[config.mk]
export PLATFORM = sky130hd
export DESIGN_NAME = mem_arbiter
export DESIGN_NICKNAME = d
export VERILOG_FILES = /design/src/rtl/mem_arb_pkg.sv /design/src/rtl/rr_arb2.sv /design/src/rtl/mem_arbiter.sv
export SDC_FILE = /design/constraint.sdc
export NUM_CORES = 1
export LEC_CHECK = 0
export ABC_AREA = 0
export BUFFER_PORTS_ARGS = -buffer_cell sky130_fd_sc_hd__buf_2
export CAP_MARGIN = 5
export CORE_MARGIN = 10
export CORE_UTILIZATION = 30
export DETAILED_ROUTE_END_ITERATION = 6
export GPL_TIMING_DRIVEN = 0
export HOLD_SLACK_MARGIN = 0.02
export PLACE_DENSITY = 0.68
export SYNTH_ARGS = -nofsm -noshare
export SYNTH_HDL_FRONTEND = slang
export SYNTH_SLANG_ARGS = --single-unit
[constraint.sdc]
create_clock -name clk -period 1.46 [get_ports clk]
set_clock_uncertainty 0.05 [all_clocks]
set_input_delay 0.365 -clock clk [delete_from_list [all_inputs] [get_ports clk]]
set_output_delay 0.365 -clock clk [all_outputs]
set_load 0.01 [all_outputs]
[src/rtl/mem_arb_pkg.sv]
// Shared types and constants for the two-requester data-memory arbiter.
package mem_arb_pkg;

  // Sequencer states: wait for a request, drive memory, return ack
  typedef enum logic [1:0] {
    IDLE   = 2'd0,
    ACCESS = 2'd1,
    RESP   = 2'd2
  } state_t;

  // Requester identifiers
  localparam logic REQ_A = 1'b0;
  localparam logic REQ_B = 1'b1;

  // Word alignment: byte-address bits [1:0] are always driven as zero
  localparam logic [63:0] ADDR_ALIGN_MASK = ~64'h3;

endpackage

[src/rtl/rr_arb2.sv]
// Two-way round-robin grant selection (combinational).
// Build option: MEM_ARB_FIXED_PRIO_EN makes requester A win every tie.
module rr_arb2
  import mem_arb_pkg::*;
(
  input  logic req_a,
  input  logic req_b,
  input  logic last_grant,
  output logic grant_valid_c,
  output logic grant_id_c
);

  // Pick a winner; on a tie favour the requester not granted last time
  always_comb begin
    grant_valid_c = req_a | req_b;
    grant_id_c    = REQ_A;
    if (req_a && req_b) begin
`ifdef MEM_ARB_FIXED_PRIO_EN
      grant_id_c = REQ_A;
`else
      grant_id_c = ~last_grant;
`endif
    end else if (req_b) begin
      grant_id_c = REQ_B;
    end
  end

`ifdef MEM_ARB_FIXED_PRIO_EN
  // Fixed priority ignores grant history
  logic unused_last_grant;
  assign unused_last_grant = last_grant;
`endif

endmodule

[src/rtl/mem_arbiter.sv]
// Arbiter/sequencer between the CPU data port (A), the display/DMA reader (B)
// and the single-port 256x32 data memory. Every transaction takes
// IDLE -> ACCESS -> RESP, one cycle each, and ends with a one-cycle ack.
// Build option: MEM_ARB_FIXED_PRIO_EN (A always wins simultaneous requests).
module mem_arbiter
  import mem_arb_pkg::*;
#(
  parameter int unsigned DATA_WIDTH = 32,
  parameter int unsigned ADDR_WIDTH = 32
) (
  input  logic                  clk,
  input  logic                  rst,
  input  logic                  reqA,
  input  logic                  weA,
  input  logic [ADDR_WIDTH-1:0] addrA,
  input  logic [DATA_WIDTH-1:0] wdataA,
  output logic                  ackA,
  output logic [DATA_WIDTH-1:0] rdataA,
  input  logic                  reqB,
  input  logic                  weB,
  input  logic [ADDR_WIDTH-1:0] addrB,
  input  logic [DATA_WIDTH-1:0] wdataB,
  output logic                  ackB,
  output logic [DATA_WIDTH-1:0] rdataB,
  output logic                  memoryWrite,
  output logic                  memoryRead,
  output logic [ADDR_WIDTH-1:0] memoryAddress,
  output logic [DATA_WIDTH-1:0] memoryWriteData,
  input  logic [DATA_WIDTH-1:0] memoryOutData
);

  localparam logic [ADDR_WIDTH-1:0] ALIGN_MASK = ADDR_WIDTH'(ADDR_ALIGN_MASK);

  state_t                state, state_nxt;
  logic                  last_grant, last_grant_nxt;
  logic                  gnt_id, gnt_id_nxt;
  logic                  ack_a_nxt, ack_b_nxt;
  logic [DATA_WIDTH-1:0] rdata_a_nxt, rdata_b_nxt;
  logic                  mem_wr_nxt, mem_rd_nxt;
  logic [ADDR_WIDTH-1:0] mem_addr_nxt;
  logic [DATA_WIDTH-1:0] mem_wdata_nxt;
  logic                  grant_valid_c, grant_id_c;

  rr_arb2 u_rr_arb2 (
    .req_a         (reqA),
    .req_b         (reqB),
    .last_grant    (last_grant),
    .grant_valid_c (grant_valid_c),
    .grant_id_c    (grant_id_c)
  );

  // State and output registers; the memory address/data registers double as
  // the latched transaction, so they simply hold outside a grant
  always_ff @(posedge clk) begin
    if (rst) begin
      state           <= IDLE;
      last_grant      <= REQ_B;
      gnt_id          <= REQ_A;
      ackA            <= 1'b0;
      ackB            <= 1'b0;
      rdataA          <= '0;
      rdataB          <= '0;
      memoryWrite     <= 1'b0;
      memoryRead      <= 1'b0;
      memoryAddress   <= '0;
      memoryWriteData <= '0;
    end else begin
      state           <= state_nxt;
      last_grant      <= last_grant_nxt;
      gnt_id          <= gnt_id_nxt;
      ackA            <= ack_a_nxt;
      ackB            <= ack_b_nxt;
      rdataA          <= rdata_a_nxt;
      rdataB          <= rdata_b_nxt;
      memoryWrite     <= mem_wr_nxt;
      memoryRead      <= mem_rd_nxt;
      memoryAddress   <= mem_addr_nxt;
      memoryWriteData <= mem_wdata_nxt;
    end
  end

  // Next state and next values of the registered outputs
  always_comb begin
    state_nxt      = state;
    last_grant_nxt = last_grant;
    gnt_id_nxt     = gnt_id;
    ack_a_nxt      = 1'b0;
    ack_b_nxt      = 1'b0;
    rdata_a_nxt    = rdataA;
    rdata_b_nxt    = rdataB;
    mem_wr_nxt     = 1'b0;
    mem_rd_nxt     = 1'b0;
    mem_addr_nxt   = memoryAddress;
    mem_wdata_nxt  = memoryWriteData;

    case (state)
      IDLE: begin
        if (grant_valid_c) begin
          state_nxt      = ACCESS;
          gnt_id_nxt     = grant_id_c;
          last_grant_nxt = grant_id_c;
          if (grant_id_c == REQ_A) begin
            mem_wr_nxt    = weA;
            mem_rd_nxt    = ~weA;
            mem_addr_nxt  = addrA & ALIGN_MASK;
            mem_wdata_nxt = wdataA;
          end else begin
            mem_wr_nxt    = weB;
            mem_rd_nxt    = ~weB;
            mem_addr_nxt  = addrB & ALIGN_MASK;
            mem_wdata_nxt = wdataB;
          end
        end
      end

      // Memory is driven this cycle; capture read data and raise the ack
      // so both are visible during RESP
      ACCESS: begin
        state_nxt = RESP;
        if (gnt_id == REQ_A) begin
          ack_a_nxt = 1'b1;
          if (memoryRead) rdata_a_nxt = memoryOutData;
        end else begin
          ack_b_nxt = 1'b1;
          if (memoryRead) rdata_b_nxt = memoryOutData;
        end
      end

      RESP: begin
        state_nxt = IDLE;
      end

      default: begin
        state_nxt = IDLE;
      end
    endcase
  end

endmodule

==> impl_metrics.ini <==
[timing]
fin_ws_ns = 0.0763
hold_viol_final = 0
slew_headroom_pct = 49.5
setup_violations = 0
fin_crit_ns = 1.38
finalMaxSlewViolations = 0
final.period_utilization_pct = 94.8
fmax_mhz = 723
tightest_slew_ns = 0.758
rsz0062_at_grt = true

[global_route]
groute.usage.overall_pct = 17.0
grt-ovfl-total = 0
grt_pass1_wl_um = 33000
grt_pass1_vias = 6015
antenna_found_initial = 0
grt_max_degree = 17

[final_layout]
layout.nets = 1140
antenna_cells = 0
layout-drive-gt1-share_pct = 45.2
area_delta_synth_final_pct = 42.2
fill_cells = 1890
fin_area_mm2 = 0.00814

[synth]
ys_seq_area_share_pct = 46.9
syn_area_per_cell_um2 = 8.59
syn_inst = 666
post_synth_num_cell_types = 29
syn_area_mm2 = 0.00572
yosys_warnings = 0
synth_seq_cells = 134

[floorplanning]
dieArea_mm2 = 0.0250
start_util_pct = 30.6
fp-row-count = 50
dieHeight_um = 158
core-area_mm2 = 0.0187
die_w_um = 158
ios = 298

[clocking]
numCtsBuffers = 17
clk_pin_slew_ns = 0.06
cts_tree = yes
clk_path_buf_depth = 2
htree_levels = 4
clk_latency_ns = 0.42
clock_sinks = 134
cts-root-buf = clkbuf_16
cts_hold_buf = 0

[worst_setup_path]
rr_worst_depth = 5
crit_path_end_kind = flop
cp.arrival_ns = 1.66
required_ns = 1.73
cp_max_fo = 10
crit_type = flop to flop
worst_setup_path_start_kind = flop

[placed_design]
dp_hpwl_um = 17200
placed_area_mm2 = 0.00747
dpl_worst_slack_ns = -0.464
portBuffers = 290
gp_congestion = 0.868

[min_path]
hold_path_depth = 3
hp-class = input port to flop

[route]
drtPass1Iterations = 4
drc = 0
via_count = 5911
drt.antenna.violating_nets = 0
drt-total-wl_um = 22100
vias_per_cell = 4.84
drt_iter0_markers = 211
detail_route.wl_per_cell_um = 18.1

[run]
maxCapViolations = 0

[outcome]
status = complete, no violations

[power_and_ir_drop]
ir_worst_vdd_uv = 757
powerDensity_mw_per_mm2 = 1220
power_leakage_nw = 3.64
-- what timing repair did --
item,in CTS,in global routing
setup endpoints to repair,121,121
pin swaps,0,1
gates resized for setup,26,24
setup buffers,0,1
-- Yosys cell counts --
master	count	area share [%]
nor2_2	1	0.11
nor3_1	1	0.087
nand2_1	254	17
a311oi_2	59	15
inv_1	1	0.066
buf_4	8	1.0
or2_1	1	0.11
a21boi_2	1	0.20
nand3_1	1	0.087
clkbuf_1	18	1.2
dfxtp_1	134	47
a31oi_1	1	0.11
mux2i_1	1	0.17
nand4bb_1	1	0.20
nand4b_1	1	0.15
buf_2	32	2.8
nor3b_1	2	0.26
buf_1	2	0.13
a21bo_2	2	0.35
conb_1	1	0.066
buf_6	7	1.4
a21oi_1	127	11
and4b_1	1	0.17
o21ai_0	1	0.087
nor2_1	1	0.066
a311oi_1	3	0.46
nor2b_1	1	0.11
and2_1	2	0.22
and4bb_2	1	0.22
-- final timing paths --
kind	startpoint	endpoint	slack (ns)
max	last_grant	memoryAddress[27]	0.08
min	memoryOutData[7]	rdataB[7]	0.14
max reg2reg	last_grant	memoryAddress[27]	0.08
min reg2reg	rdataA[6]	rdataA[6]	0.40
-- critical path, stage by stage (launching register included) --
cell,delay [ns]
dfxtp_1,0.35
a21boi_2,0.14
buf_6,0.18
clkbuf_4,0.23
nand2_1,0.08
a311oi_2,0.26
-- cell families (layout without fill, tap and decap cells) --
kind of cell | Yosys count | in the layout | share of synthesized area (%)
buffers and inverters | 68 | 388 | 6.61
AO/OA/AOI/OAI | 194 | 194 | 27.8
other | 1 | 2 | 0.0656
flip-flops | 134 | 134 | 46.9
multiplexers | 1 | 1 | 0.175
AND/OR/NAND/NOR | 268 | 268 | 18.5
-- power breakdown --
part           leakage, nW  switching, mW  internal, mW  total, mW
Sequential            1.10          0.132          3.90       4.03
Combinational         2.28           1.03         0.786       1.82
Clock                0.262           1.87          2.24       4.11
Total                 3.64           3.03          6.92       9.95
-- cells in the final DEF (no fill, tap or decap), types with 2 or more instances in the layout --
cell type and n:
buf_6 9, a311oi_1 3, clkinvlp_4 4, buf_4 23
inv_6 7, clkbuf_4 5, clkbuf_2 6, dfxtp_1 130
clkbuf_1 10, nor3b_1 2, a311oi_2 59, buf_8 2
buf_2 299, a21oi_1 127, nand2_1 254, inv_8 2
clkbuf_16 17, dfxtp_2 4, and2_1 2, conb_1 2
clkinv_4 2
-- final cells by class --
type / count / area (µm²) / share of cell area [%]
Clock inverter: 15 / 131 / 1.61
Buffer: 64 / 450 / 5.54
Tap cell: 234 / 293 / 3.60
Sequential cell: 134 / 2690 / 33.0
Timing Repair Buffer: 291 / 1460 / 17.9
Clock buffer: 17 / 425 / 5.23
Inverter: 1 / 3.75 / 0.0461
Multi-Input combinational cell: 465 / 2690 / 33.0
-- state kept, by name, indices dropped and copies added, names as in the netlist --
register / flops
ackA: 1
ackB: 1
gnt_id: 1
last_grant: 1
memoryAddress: 30
memoryRead: 1
memoryWrite: 1
memoryWriteData: 32
rdataA: 32
rdataB: 32
state: 2
-- per-stage QoR --
stage | instances | TNS [ns] | utilization, % | total power, mW | hold WS (ns)
finish | 1221 | 0 | 43.5 | 9.95 | 0.142
global route | 1221 | -0.0722 | 43.5 | 10.4 | 0.118
CTS | 1222 | -0.0234 | 43.2 | 10.1 | 0.114
detailed placement | 1191 | -25.84 | 39.9 | 5.89 | 0.394
global placement | 1191 | -24.40 | 39.9 | 5.87 | 0.390
floorplan | 667 | 0 | - | 5.13 | 0.397
-- per-layer routing --
layer	track usage, %	vias to the layer above	wire, µm
met5	0	-	0
li1	-	2912	-
met2	28.2	261	10300
met3	6.92	26	2220
met4	4.98	0	388
met1	19.8	2712	9240
Note: power is estimated with default switching activity, not from simulation.
